--- config.mk ---
export PLATFORM = sky130hd
export DESIGN_NAME = pixel_stream_vga_sink_flat
export DESIGN_NICKNAME = d
export VERILOG_FILES = /design/src/rtl/pixel_stream_vga_sink_if.sv /design/src/rtl/pixel_stream_vga_sink.sv /design/src/flat_wrapper.sv
export SDC_FILE = /design/constraint.sdc
export NUM_CORES = 1
export LEC_CHECK = 0
export ABC_CLOCK_PERIOD_IN_PS = 5400
export CAP_MARGIN = 30
export CORE_MARGIN = 3
export CORE_UTILIZATION = 55
export CTS_BUF_LIST = sky130_fd_sc_hd__clkbuf_8 sky130_fd_sc_hd__clkbuf_16
export CTS_CLUSTER_SIZE = 8
export DETAILED_ROUTE_END_ITERATION = 7
export MAX_ROUTING_LAYER = met4
export PLACE_DENSITY = 0.75
export SYNTH_ARGS = -nofsm -noshare
export SYNTH_HDL_FRONTEND = slang
export SYNTH_SLANG_ARGS = --single-unit
--- constraint.sdc ---
create_clock -name clk -period 5.4 [get_ports clk]
set_input_delay 1.08 -clock clk [delete_from_list [all_inputs] [get_ports clk]]
set_output_delay 1.08 -clock clk [all_outputs]
set_load 0.005 [all_outputs]
--- src/rtl/pixel_stream_vga_sink_if.sv ---
// Pixel stream handshake bundle: 24-bit RGB beat with frame/line markers.
interface pixel_stream_vga_sink_if;
    logic [7:0] r;
    logic [7:0] g;
    logic [7:0] b;
    logic       first;
    logic       last_x;
    logic       last_y;
    logic       valid;
    logic       ready;

    modport master (output r, g, b, first, last_x, last_y, valid, input ready);
    modport slave  (input r, g, b, first, last_x, last_y, valid, output ready);
endinterface

--- src/rtl/pixel_stream_vga_sink.sv ---
// Stream-to-VGA sink: buffers framed pixel beats, validates framing against the
// local raster and replays pixels with registered sync/enable timing.
module pixel_stream_vga_sink #(
    parameter int H_ACTIVE   = 640,
    parameter int H_FP       = 16,
    parameter int H_SYNC     = 96,
    parameter int H_BP       = 48,
    parameter int V_ACTIVE   = 480,
    parameter int V_FP       = 10,
    parameter int V_SYNC     = 2,
    parameter int V_BP       = 33,
    parameter int FIFO_DEPTH = 16
) (
    input  logic                          clk,
    input  logic                          reset,
    pixel_stream_vga_sink_if.slave        stream,
    output logic [7:0]                    vga_r_o,
    output logic [7:0]                    vga_g_o,
    output logic [7:0]                    vga_b_o,
    output logic                          hsync_o,
    output logic                          vsync_o,
    output logic                          de_o,
    output logic                          frame_error_o,
    output logic                          underflow_o
);
    localparam int H_TOTAL  = H_ACTIVE + H_FP + H_SYNC + H_BP;
    localparam int V_TOTAL  = V_ACTIVE + V_FP + V_SYNC + V_BP;
    localparam int HS_START = H_ACTIVE + H_FP;
    localparam int HS_END   = HS_START + H_SYNC;
    localparam int VS_START = V_ACTIVE + V_FP;
    localparam int VS_END   = VS_START + V_SYNC;
    localparam int HW       = $clog2(H_TOTAL);
    localparam int VW       = $clog2(V_TOTAL);
    localparam int AW       = $clog2(FIFO_DEPTH);
    localparam int EW       = 27;

    typedef enum logic [1:0] {
        SYNC_WAIT,
        ARMED,
        RUN
    } state_e;

    state_e          state_q, state_d;
    logic [HW-1:0]   hCnt_q, hCnt_d;
    logic [VW-1:0]   vCnt_q, vCnt_d;
    logic [EW-1:0]   mem_q [FIFO_DEPTH];
    logic [AW-1:0]   wrPtr_q, rdPtr_q;
    logic [AW:0]     count_q;
    logic [23:0]     vgaRgb_q;
    logic            de_q, hsync_q, vsync_q, frameError_q, underflow_q;

    int              hPos, vPos;
    logic            lastH, lastV, active, hSyncWin, vSyncWin;
    logic            full, empty, mismatch;
    logic [EW-1:0]   head, entry;
    logic            readyInt, push, pop, flush, frameErr, underErr;

    assign hPos     = int'(hCnt_q);
    assign vPos     = int'(vCnt_q);
    assign lastH    = (hPos == H_TOTAL - 1);
    assign lastV    = (vPos == V_TOTAL - 1);
    assign active   = (hPos < H_ACTIVE) && (vPos < V_ACTIVE);
    assign hSyncWin = (hPos >= HS_START) && (hPos < HS_END);
    assign vSyncWin = (vPos >= VS_START) && (vPos < VS_END);
    assign hCnt_d   = lastH ? '0 : hCnt_q + HW'(1);
    assign vCnt_d   = !lastH ? vCnt_q : (lastV ? '0 : vCnt_q + VW'(1));

    assign full  = (count_q == (AW+1)'(FIFO_DEPTH));
    assign empty = (count_q == '0);
    assign head  = mem_q[rdPtr_q];
    assign entry = {stream.r, stream.g, stream.b, stream.first, stream.last_x, stream.last_y};

    // Head entry layout: [26:3] rgb, [2] first, [1] last_x, [0] last_y.
    assign mismatch = (head[2] != ((hPos == 0) && (vPos == 0))) ||
                      (head[1] != (hPos == H_ACTIVE - 1)) ||
                      (head[0] != (vPos == V_ACTIVE - 1));

    always_ff @(posedge clk) begin
        if (reset) begin
            state_q <= SYNC_WAIT;
            hCnt_q  <= '0;
            vCnt_q  <= '0;
        end else begin
            state_q <= state_d;
            hCnt_q  <= hCnt_d;
            vCnt_q  <= vCnt_d;
        end
    end

    always_comb begin
        state_d = state_q;
        case (state_q)
            SYNC_WAIT: if (stream.valid && stream.first) state_d = ARMED;
            ARMED:     if (lastH && lastV) state_d = RUN;
            RUN:       if (active && (empty || mismatch)) state_d = SYNC_WAIT;
            default:   state_d = SYNC_WAIT;
        endcase
    end

    // A fault flushes the FIFO; a beat accepted on that same cycle is dropped.
    always_comb begin
        readyInt = 1'b0;
        push     = 1'b0;
        pop      = 1'b0;
        flush    = 1'b0;
        frameErr = 1'b0;
        underErr = 1'b0;
        if (!reset) begin
            case (state_q)
                SYNC_WAIT: begin
                    readyInt = 1'b1;
                    push     = stream.valid && stream.first;
                end
                ARMED: begin
                    readyInt = !full;
                    push     = stream.valid && !full;
                end
                RUN: begin
                    readyInt = !full;
                    push     = stream.valid && !full;
                    if (active) begin
                        if (empty) begin
                            underErr = 1'b1;
                            flush    = 1'b1;
                        end else begin
                            pop = 1'b1;
                            if (mismatch) begin
                                frameErr = 1'b1;
                                flush    = 1'b1;
                            end
                        end
                    end
                end
                default: readyInt = 1'b0;
            endcase
        end
    end

    assign stream.ready = readyInt;

    always_ff @(posedge clk) begin
        if (reset || flush) begin
            wrPtr_q <= '0;
            rdPtr_q <= '0;
            count_q <= '0;
        end else begin
            if (push) wrPtr_q <= wrPtr_q + AW'(1);
            if (pop)  rdPtr_q <= rdPtr_q + AW'(1);
            if (push && !pop)      count_q <= count_q + (AW+1)'(1);
            else if (!push && pop) count_q <= count_q - (AW+1)'(1);
        end
    end

    always_ff @(posedge clk) begin
        if (push && !flush) mem_q[wrPtr_q] <= entry;
    end

    always_ff @(posedge clk) begin
        if (reset) begin
            vgaRgb_q     <= '0;
            de_q         <= 1'b0;
            hsync_q      <= 1'b1;
            vsync_q      <= 1'b1;
            frameError_q <= 1'b0;
            underflow_q  <= 1'b0;
        end else begin
            vgaRgb_q     <= pop ? head[26:3] : 24'd0;
            de_q         <= active;
            hsync_q      <= !hSyncWin;
            vsync_q      <= !vSyncWin;
            frameError_q <= frameErr;
            underflow_q  <= underErr;
        end
    end

    assign vga_r_o       = vgaRgb_q[23:16];
    assign vga_g_o       = vgaRgb_q[15:8];
    assign vga_b_o       = vgaRgb_q[7:0];
    assign de_o          = de_q;
    assign hsync_o       = hsync_q;
    assign vsync_o       = vsync_q;
    assign frame_error_o = frameError_q;
    assign underflow_o   = underflow_q;
endmodule
--- src/flat_wrapper.sv ---
// flat-port wrapper written by rule: the top's interface ports become plain ports
module pixel_stream_vga_sink_flat 
#(
    parameter int H_ACTIVE   = 640,
    parameter int H_FP       = 16,
    parameter int H_SYNC     = 96,
    parameter int H_BP       = 48,
    parameter int V_ACTIVE   = 480,
    parameter int V_FP       = 10,
    parameter int V_SYNC     = 2,
    parameter int V_BP       = 33,
    parameter int FIFO_DEPTH = 16
)
  (clk, reset, vga_r_o, vga_g_o, vga_b_o, hsync_o, vsync_o, de_o, frame_error_o, underflow_o, stream_r, stream_g, stream_b, stream_first, stream_last_x, stream_last_y, stream_valid, stream_ready);
  pixel_stream_vga_sink_if stream_i ();
  input  logic clk;
  input  logic reset;
  output logic [7:0] vga_r_o;
  output logic [7:0] vga_g_o;
  output logic [7:0] vga_b_o;
  output logic hsync_o;
  output logic vsync_o;
  output logic de_o;
  output logic frame_error_o;
  output logic underflow_o;
  input wire logic [$bits(stream_i.r)-1:0] stream_r;
  input wire logic [$bits(stream_i.g)-1:0] stream_g;
  input wire logic [$bits(stream_i.b)-1:0] stream_b;
  input wire logic [$bits(stream_i.first)-1:0] stream_first;
  input wire logic [$bits(stream_i.last_x)-1:0] stream_last_x;
  input wire logic [$bits(stream_i.last_y)-1:0] stream_last_y;
  input wire logic [$bits(stream_i.valid)-1:0] stream_valid;
  output wire logic [$bits(stream_i.ready)-1:0] stream_ready;
  assign stream_i.r = stream_r;
  assign stream_i.g = stream_g;
  assign stream_i.b = stream_b;
  assign stream_i.first = stream_first;
  assign stream_i.last_x = stream_last_x;
  assign stream_i.last_y = stream_last_y;
  assign stream_i.valid = stream_valid;
  assign stream_ready = stream_i.ready;
  pixel_stream_vga_sink #(.H_ACTIVE(H_ACTIVE), .H_FP(H_FP), .H_SYNC(H_SYNC), .H_BP(H_BP), .V_ACTIVE(V_ACTIVE), .V_FP(V_FP), .V_SYNC(V_SYNC), .V_BP(V_BP), .FIFO_DEPTH(FIFO_DEPTH)) u_core (.clk(clk), .reset(reset), .stream(stream_i), .vga_r_o(vga_r_o), .vga_g_o(vga_g_o), .vga_b_o(vga_b_o), .hsync_o(hsync_o), .vsync_o(vsync_o), .de_o(de_o), .frame_error_o(frame_error_o), .underflow_o(underflow_o));
endmodule
---- Yosys cells after proc, flatten, opt, wreduce, memory -nomap -nowiden ----
Memories as Yosys holds them, arrays and structs flattened. A register that Yosys moved wholly into a read port is not among the register bits.
Cells that the tools add are included.
storage, ports and cells
  bits in registers ....................... 64
  memories ................................ 1
  RAM bits ................................ 432
  bits of input ports ..................... 30
memory list
  name          words  width  rd ports  clocked after memory_dff  wr ports  RTL line                     text
  u_core.mem_q  16     27     1         1                         1         pixel_stream_vga_sink.sv:46  logic [EW-1:0] mem_q [FIFO_DEPTH];
cells by class
  $lt $le $gt $ge ......................... 6
  add/subtract/negate cells ............... 6
  equal/unequal tests ..................... 13
  bitwise operators ....................... 3
  reduce and logical (&&, ||, !) cells .... 32
  multiplexer cells ....................... 25
operators with widths
  cell                   count
  $logic_not 32->1       2
  $eq 10x10->1 const B   3
  $add 10x1->10 const B  2
  $lt 10x10->1 const B   2
  $lt 10x9->1 const B    2
  $mux 1                 14
  $logic_and 1x1->1      11
  $eq 10x9->1 const B    1
  $ge 10x10->1 const B   1
  $ge 10x9->1 const B    1
  $mux 10                1
  $mux 5                 2
  $add 4x1->4 const B    2
  $mux 4                 2
  $logic_not 1->1        6
  $mux 2                 3
  $ne 2x1->1 const B     3
  $pmux 2 s3             1
  $reduce_or 2->1        3
  $add 5x1->5 const B    1
  $eq 5x5->1 const B     1
  $logic_not 5->1        1
  $sub 5x1->5 const B    1
  $logic_or 1x1->1       4
  other kinds (10)       15

---- Logic depth before layout (Yosys ltp) ----
Gate-level depths: netlist of the first run.
  depth after elaboration ................. 14
  gate-level depth with buffers ........... 15
  gate-level depth less buffers ........... 13

---- Least setup slack after synthesis of the first run ----
OpenSTA, ideal clock, no wires.
  kind .................................... register to register
  from .................................... register with a tool-made name
  to ...................................... memory u_core.mem_q[3][0] (enable)
  library setup time ...................... 0.479 ns
  setup slack ............................. -0.136 ns
  arrival ................................. 5.057 ns
  buffers on the path ..................... 2
  period minus slack after synthesis ...... 5.536 ns
  stages on the path, launching flop included .. 9
  cell sequence ........................... dfxtp_1 > clkbuf_1 > clkbuf_1 > mux4_2 > mux4_2 > o21a_1 > nor4_4 > a21oi_4 > nor4_1
RTL lines
  item           RTL line
  end, declared  pixel_stream_vga_sink.sv:46

==> results of run 1 <==
## sequential cells by signal, summed over array words and instances (netlist names), 2 cells and up, named ones only
signal           flops
u_core.hCnt_q       10
u_core.rdPtr_q       4
u_core.state_q       2
u_core.vgaRgb_q     24
u_core.mem_q       432
u_core.count_q       5
u_core.wrPtr_q       4
u_core.vCnt_q       10
## cell usage after synthesis (3+ instances only)
library cell / n / area share, %
edfxtp_1: 432 / 67
mux4_2: 135 / 16
dfxtp_1: 68 / 7.1
nor2_1: 44 / 0.86
clkbuf_1: 30 / 0.59
nor2b_1: 29 / 0.94
ha_1: 18 / 1.2
nand3_1: 16 / 0.42
xor2_1: 15 / 0.68
inv_1: 14 / 0.27
nand2_1: 13 / 0.25
nand4_1: 12 / 0.39
a21oi_1: 11 / 0.29
buf_1: 11 / 0.21
xnor2_1: 10 / 0.46
nor3_2: 8 / 0.42
and3_1: 7 / 0.23
nor3_1: 7 / 0.18
nand2b_1: 6 / 0.20
nor4_1: 6 / 0.20
nor3b_1: 5 / 0.20
buf_6: 3 / 0.18
mux2i_1: 3 / 0.16
o21a_1: 3 / 0.12
## worst max-delay path by stage
stage          cells past startpoint                              to         start
2_1_floorplan                      8    u_core.mem_q[7][0]$_DFFE_PP_      register
3_3_place_gp                      12  u_core.count_q[4]$_SDFFE_PP0P_  stream_first
3_5_place_dp                      12  u_core.count_q[4]$_SDFFE_PP0P_  stream_first
4_1_cts                            8    u_core.mem_q[6][5]$_DFFE_PP_      register
5_1_grt                            8    u_core.mem_q[6][5]$_DFFE_PP_      register
6_report                           8    u_core.mem_q[6][5]$_DFFE_PP_      register
## logic make-up after synthesis
logic type,after synthesis,share of synthesized area [%]
xor gates and xnor gates,25,1.139
DFF,500,74.54
AOI/OAI and AO/OA,24,0.8329
muxes,138,15.97
buffers and inverters,60,1.301
adders and majority gates,19,1.275
and+or+nand+nor,167,4.939
## report_power, final
| part | switching [mW] | internal, mW | leakage, nW |
|---|---|---|---|
| Sequential | 0.0387 | 4.27 | 4.44 |
| Clock | 1.61 | 2.46 | 1.21 |
| Combinational | 0.270 | 0.206 | 1.70 |
| Total | 1.92 | 6.93 | 7.34 |
## metrics by stage
| stage | util (%) | cell area (µm²) |
|---|---|---|
| finish | 66.75 | 22720 |
| global route | 66.74 | 22720 |
| CTS | 66.51 | 22640 |
| detailed placement | 60.30 | 20520 |
| global placement | 60.16 | 20480 |
| floorplan | - | 19230 |
## area by class of cell
cell class	instances	area [µm²]
diodes	2	5.005
clock buffers	72	1802
clock inverters	56	311.5
fillers	2136	11320
inverters	14	52.55
multi-input cells	373	4765
flip-flops and latches	500	14340
well taps	448	560.5
repair buffers	86	878.3
## layer usage
layer / track usage [%] / share of wire, % / vias up
met5: - / 0 / -
met4: 9.179 / 3.2 / 0
met3: 4.303 / 6.3 / 96
met2: 37.80 / 52 / 408
met1: 31.10 / 39 / 4969
li1: - / - / 4025
==> run_results.csv, run 1 <==
group,metric,value,unit
outcome,status,"complete, no violations",
clocking,cts_root_buf,"clkbuf_16",
pwr,irDropWorstVdd,319.0,µV
clocking,cts.path.max_buffers,3,
synth,ys_ff_latch,500,
placed_design,hpwl,21.43,mm
synth,yosysWarnings,0,
clocking,postCtsSetupBuffers,0,
placed_design,place_ws,0.8928,ns
global_routing,track_usage,23.73,%
die,ios,60,
synth,synth_cells,933,
timing,setup_viol,0,
finish,nNetsFinal,1096,
setup_path,slowest_delay,0.74,ns
setup_path,critPathMaxFanout,37,
global_routing,antenna_found_initial,1,
pwr,power,8.852,mW
flow_run,max_cap_viol_count,0,
die,die_w,193.0,µm
setup_path,worst-r2r-setup-slack,1.04,ns
clocking,cts.sinks,500,
synth,synth_area,19230,µm²
die,dieArea,37240,µm²
finish,drive_above_1_share,24.70,%
route,num_vias,9498,
setup_path,slowest_stage,"dfxtp_4",
timing,slew_headroom,32.44,%
clocking,cts_hold_buffers,0,
route,viasPerCell,6.124,
timing,final_max_slew_viol_count,0,
setup_path,critPathLaunchType,"register",
global_routing,grt_pass1_wl,62.70,mm
clocking,cts_made_buffers,72,
clocking,clk_pin_slew,0.05,ns
synth,async_flop_share,0,%
hold_path,whs_path_depth,1,
die,fp-row-count,67,
synth,synth_edf_count,432,
synth,yosysUniqueCellTypes,45,
finish,final_common_cell,"edfxtp_1",
timing,finalHoldViolCount,0,
finish,syn_to_final_growth,18.15,%
placed_design,placed_cells,1418,
route,drt-total-wl,41.05,mm
synth,syn-num-nets,982,
pwr,power_density,389.6,nW/µm²
setup_path,critPathTopFamily,"multiplexers",
synth,yosysSeqAreaShare,74.54,%
clocking,clk-insertion-delay-late,0.58,ns
timing,setup_ws,1.040,ns
die,start_util,56.50,%
route,post_drt_wl_per_cell,26.47,µm
route,detail-route-antenna-nets,0,
timing,rsz0062_at_grt,"no",
hold_path,hold_class,"reg -> reg",
placed_design,io_buffers,59,
die,core_area,34040,µm²
placed_design,finalWeightedCongestion,0.7658,
setup_path,crit_type,"reg -> reg",
timing,setup_tns,0,ns
global_routing,grt_pass1_vias,9913,
setup_path,worstPathArrival,4.59,ns
synth,synth.avg_cell_area,20.61,µm²
timing,holdWs,0.4577,ns
timing,worstMarginPinSlew,1.011,ns
timing,finalCritPeriodShare,80.74,%
setup_path,critPathBufInv,2,
timing,min_period,4.360,ns
setup_path,path_cells,"mux4_2 > mux4_2 > xor2_1 > nor4_4 > a21oi_4 > buf_4 > nor2_4 > buf_4",
clocking,cts_resized,0,
hold_path,hold_path_end,"u_core.hCnt_q[0]$_SDFF_PP0_",
finish,mostFrequentLayoutCells,"edfxtp_1 (432), mux4_2 (135), clkbuf_16 (72)",
setup_path,r2r-end,"u_core.mem_q[6][5]$_DFFE_PP_",
die,die_h,193.0,µm
setup_path,end_kind,"register",
route,drc_errors,0,
timing,fin_skew,0.03138,ns
pwr,leakagePower,7.344,nW
clocking,cts-htree-levels,3,
clocking,cts_tree,"yes",
finish,final_cells,1551,
global_routing,grt_max_degree,58,
setup_path,reg2reg_depth,8,
global_routing,grt_overflow,0,
hold_path,hold_start,"u_core.hCnt_q[0]$_SDFF_PP0_",
route,drt_iter0_drc,826,
synth,synthFlopType,"edfxtp_1",
timing,max_freq,229.4,MHz
setup_path,cp.required,5.63,ns
route,dr.pass1.iters,5,
No activity file was read; power rests on OpenSTA's default activity.
==> run 2, diff against run 1 <==
Settings changed: ABC_CLOCK_PERIOD_IN_PS 5400 to 3910.
Clock period 5.4 ns to 3.91 ns, I/O delays scaled along.
==> run 2 against run 1 <==
Net effect:
- setup slack worse by 0.63 ns
- clock power up 38%
- global-route usage down 0.27 points
- cell area up 0.75%
- register-to-register slack worse by 0.63 ns
- wire length down 1.4%
- sequential share of layout area down 0.47 points
- critical path depth unchanged
- critical path type unchanged
- largest cell class unchanged
==> run_results.csv, run 2 (same netlist as run 1, synthesis figures left out) <==
group,metric,value,unit
timing,final_max_slew_viol_count,0,
die,ios,60,
timing,setup_ws,0.4084,ns
outcome,status,"complete, no violations",
setup_path,reg2reg_depth,8,
hold_path,hold_class,"reg -> reg",
timing,min_period,3.502,ns
setup_path,crit_type,"reg -> reg",
timing,max_freq,285.6,MHz
die,die_h,193.0,µm
pwr,irDropWorstVdd,529.5,µV
finish,n_fill_cell,2148,
pwr,power_density,535.1,nW/µm²
global_routing,grt_max_degree,43,
die,dieArea,37240,µm²
route,num_vias,9546,
finish,top_register,"u_core.mem_q",
die,die_w,193.0,µm
pwr,leakagePower,7.463,nW
setup_path,endpoint,"u_core.mem_q[7][8]$_DFFE_PP_",
clocking,clk-insertion-delay-late,0.58,ns
route,viasPerCell,6.076,
global_routing,track_usage,23.47,%
timing,slew_headroom,55.15,%
flow_run,max_cap_viol_count,0,
clocking,cts_root_buf,"clkbuf_16",
die,fp-row-count,67,
global_routing,grt_pass1_vias,10130,
hold_path,whs_path_depth,1,
setup_path,critPathLaunchType,"register",
clocking,postCtsSetupBuffers,0,
timing,finalCritPeriodShare,89.56,%
route,drc_errors,0,
route,drt_iter0_drc,758,
timing,rsz0062_at_grt,"no",
placed_design,finalWeightedCongestion,0.7921,
clocking,clk_pin_slew,0.05,ns
clocking,cts_resized,0,
setup_path,worst-r2r-setup-slack,0.41,ns
route,post_drt_wl_per_cell,25.76,µm
global_routing,grt_pass1_wl,61.84,mm
timing,finalHoldViolCount,0,
timing,fin_skew,0.02315,ns
finish,reg_top3,"u_core.mem_q: 432 flops, u_core.vgaRgb_q: 24 flops",
route,dr_wl_met3,2.842,mm
setup_path,worstPathArrival,3.74,ns
setup_path,cp.required,4.15,ns
die,start_util,56.50,%
route,wl_met2,20.19,mm
clocking,cts-htree-levels,3,
setup_path,critPathMaxFanout,26,
finish,largest_reg_flops,432,
setup_path,end_kind,"register",
clocking,cts.path.max_buffers,3,
setup_path,r2r-end,"u_core.mem_q[7][8]$_DFFE_PP_",
route,met1_length,16.04,mm
clocking,cts_tree,"yes",
timing,worstMarginPinSlew,0.6728,ns
die,core_area,34040,µm²
finish,utilization,67.25,%
placed_design,place_ws,0.4649,ns
placed_design,io_buffers,59,
finish,drive_above_1_share,26.09,%
global_routing,antenna_found_initial,0,
finish,nNetsFinal,1116,
finish,mostFrequentLayoutCells,"edfxtp_1 (432), mux4_2 (135), clkbuf_16 (74)",
route,detail-route-antenna-nets,0,
finish,antenna_cells,0,
route,drt-total-wl,40.46,mm
placed_design,hpwl,22.46,mm
route,dr.pass1.iters,5,
clocking,cts_hold_buffers,0,
global_routing,grt_overflow,0,
timing,holdWs,0.4621,ns
route,top_layer_used,"met4",
clocking,cts.sinks,500,
clocking,cts_made_buffers,72,
finish,final_common_cell,"edfxtp_1",
finish,syn_to_final_growth,19.03,%
timing,setup_viol,0,
-- run 2: cell count changes in the layout (fill, tap and decap cells not counted) --
cell / change
buf_16: -3
nor3_4: +1
buf_4: +20
nor3_2: -1
diode_2: -2
clkbuf_8: +1
inv_6: -1
inv_1: +1
nor3b_2: -2
nor3b_4: +2
bufinv_16: -1
clkbuf_16: +2
buf_12: +3
-- run 2: critical path: stages (launching register included) --
cell and delay [ns]:
dfxtp_2 0.70, mux4_2 0.42, mux4_2 0.49, xor2_1 0.18
nor4_4 0.35, a21oi_4 0.08, buf_4 0.31, nor3b_4 0.27
buf_4 0.33
-- run 2: power by group --
part | leakage [nW] | internal [mW] | switching (mW)
combinational | 1.80 | 0.284 | 0.390
sequential | 4.44 | 5.90 | 0.0485
clock | 1.23 | 3.42 | 2.20
total | 7.46 | 9.61 | 2.64
-- run 2: how the worst min path moves through the flow --
stage                     slack, ns                   startpoint                           to
after floorplan                0.43  u_core.hCnt_q[0]$_SDFF_PP0_  u_core.hCnt_q[0]$_SDFF_PP0_
after global placement         0.45  u_core.hCnt_q[0]$_SDFF_PP0_  u_core.hCnt_q[0]$_SDFF_PP0_
after detailed placement       0.47  u_core.hCnt_q[0]$_SDFF_PP0_  u_core.hCnt_q[0]$_SDFF_PP0_
after CTS                      0.47  u_core.hCnt_q[0]$_SDFF_PP0_  u_core.hCnt_q[0]$_SDFF_PP0_
after global routing           0.49  u_core.hCnt_q[0]$_SDFF_PP0_  u_core.hCnt_q[0]$_SDFF_PP0_
final                          0.46  u_core.hCnt_q[0]$_SDFF_PP0_  u_core.hCnt_q[0]$_SDFF_PP0_
-- run 2: layer usage --
metal	global-route usage, %	vias up
met3	5.496	95
li1	-	4061
met2	37.09	371
met4	8.679	0
met1	30.33	5019
met5	-	-
-- run 2: area by class of cell --
cell class | count | area, µm² | share of cell area (%)
flip-flops and latches | 500 | 14340 | 62.67
multi-input cells | 373 | 4783 | 20.90
clock buffers | 75 | 1866 | 8.151
repair buffers | 106 | 1006 | 4.395
well taps | 448 | 560.5 | 2.449
clock inverters | 55 | 276.5 | 1.208
inverters | 14 | 52.55 | 0.2296
-- run 2: through the flow --
stage	cells	TNS, ns	power [mW]	instance area (µm²)
after floorplan	933	-81.79	6.452	19260
after global placement	1441	0	6.697	20750
after detailed placement	1441	0	6.714	20750
after CTS	1571	0	12.36	22890
after global routing	1571	0	12.65	22890
final	1571	0	12.25	22890
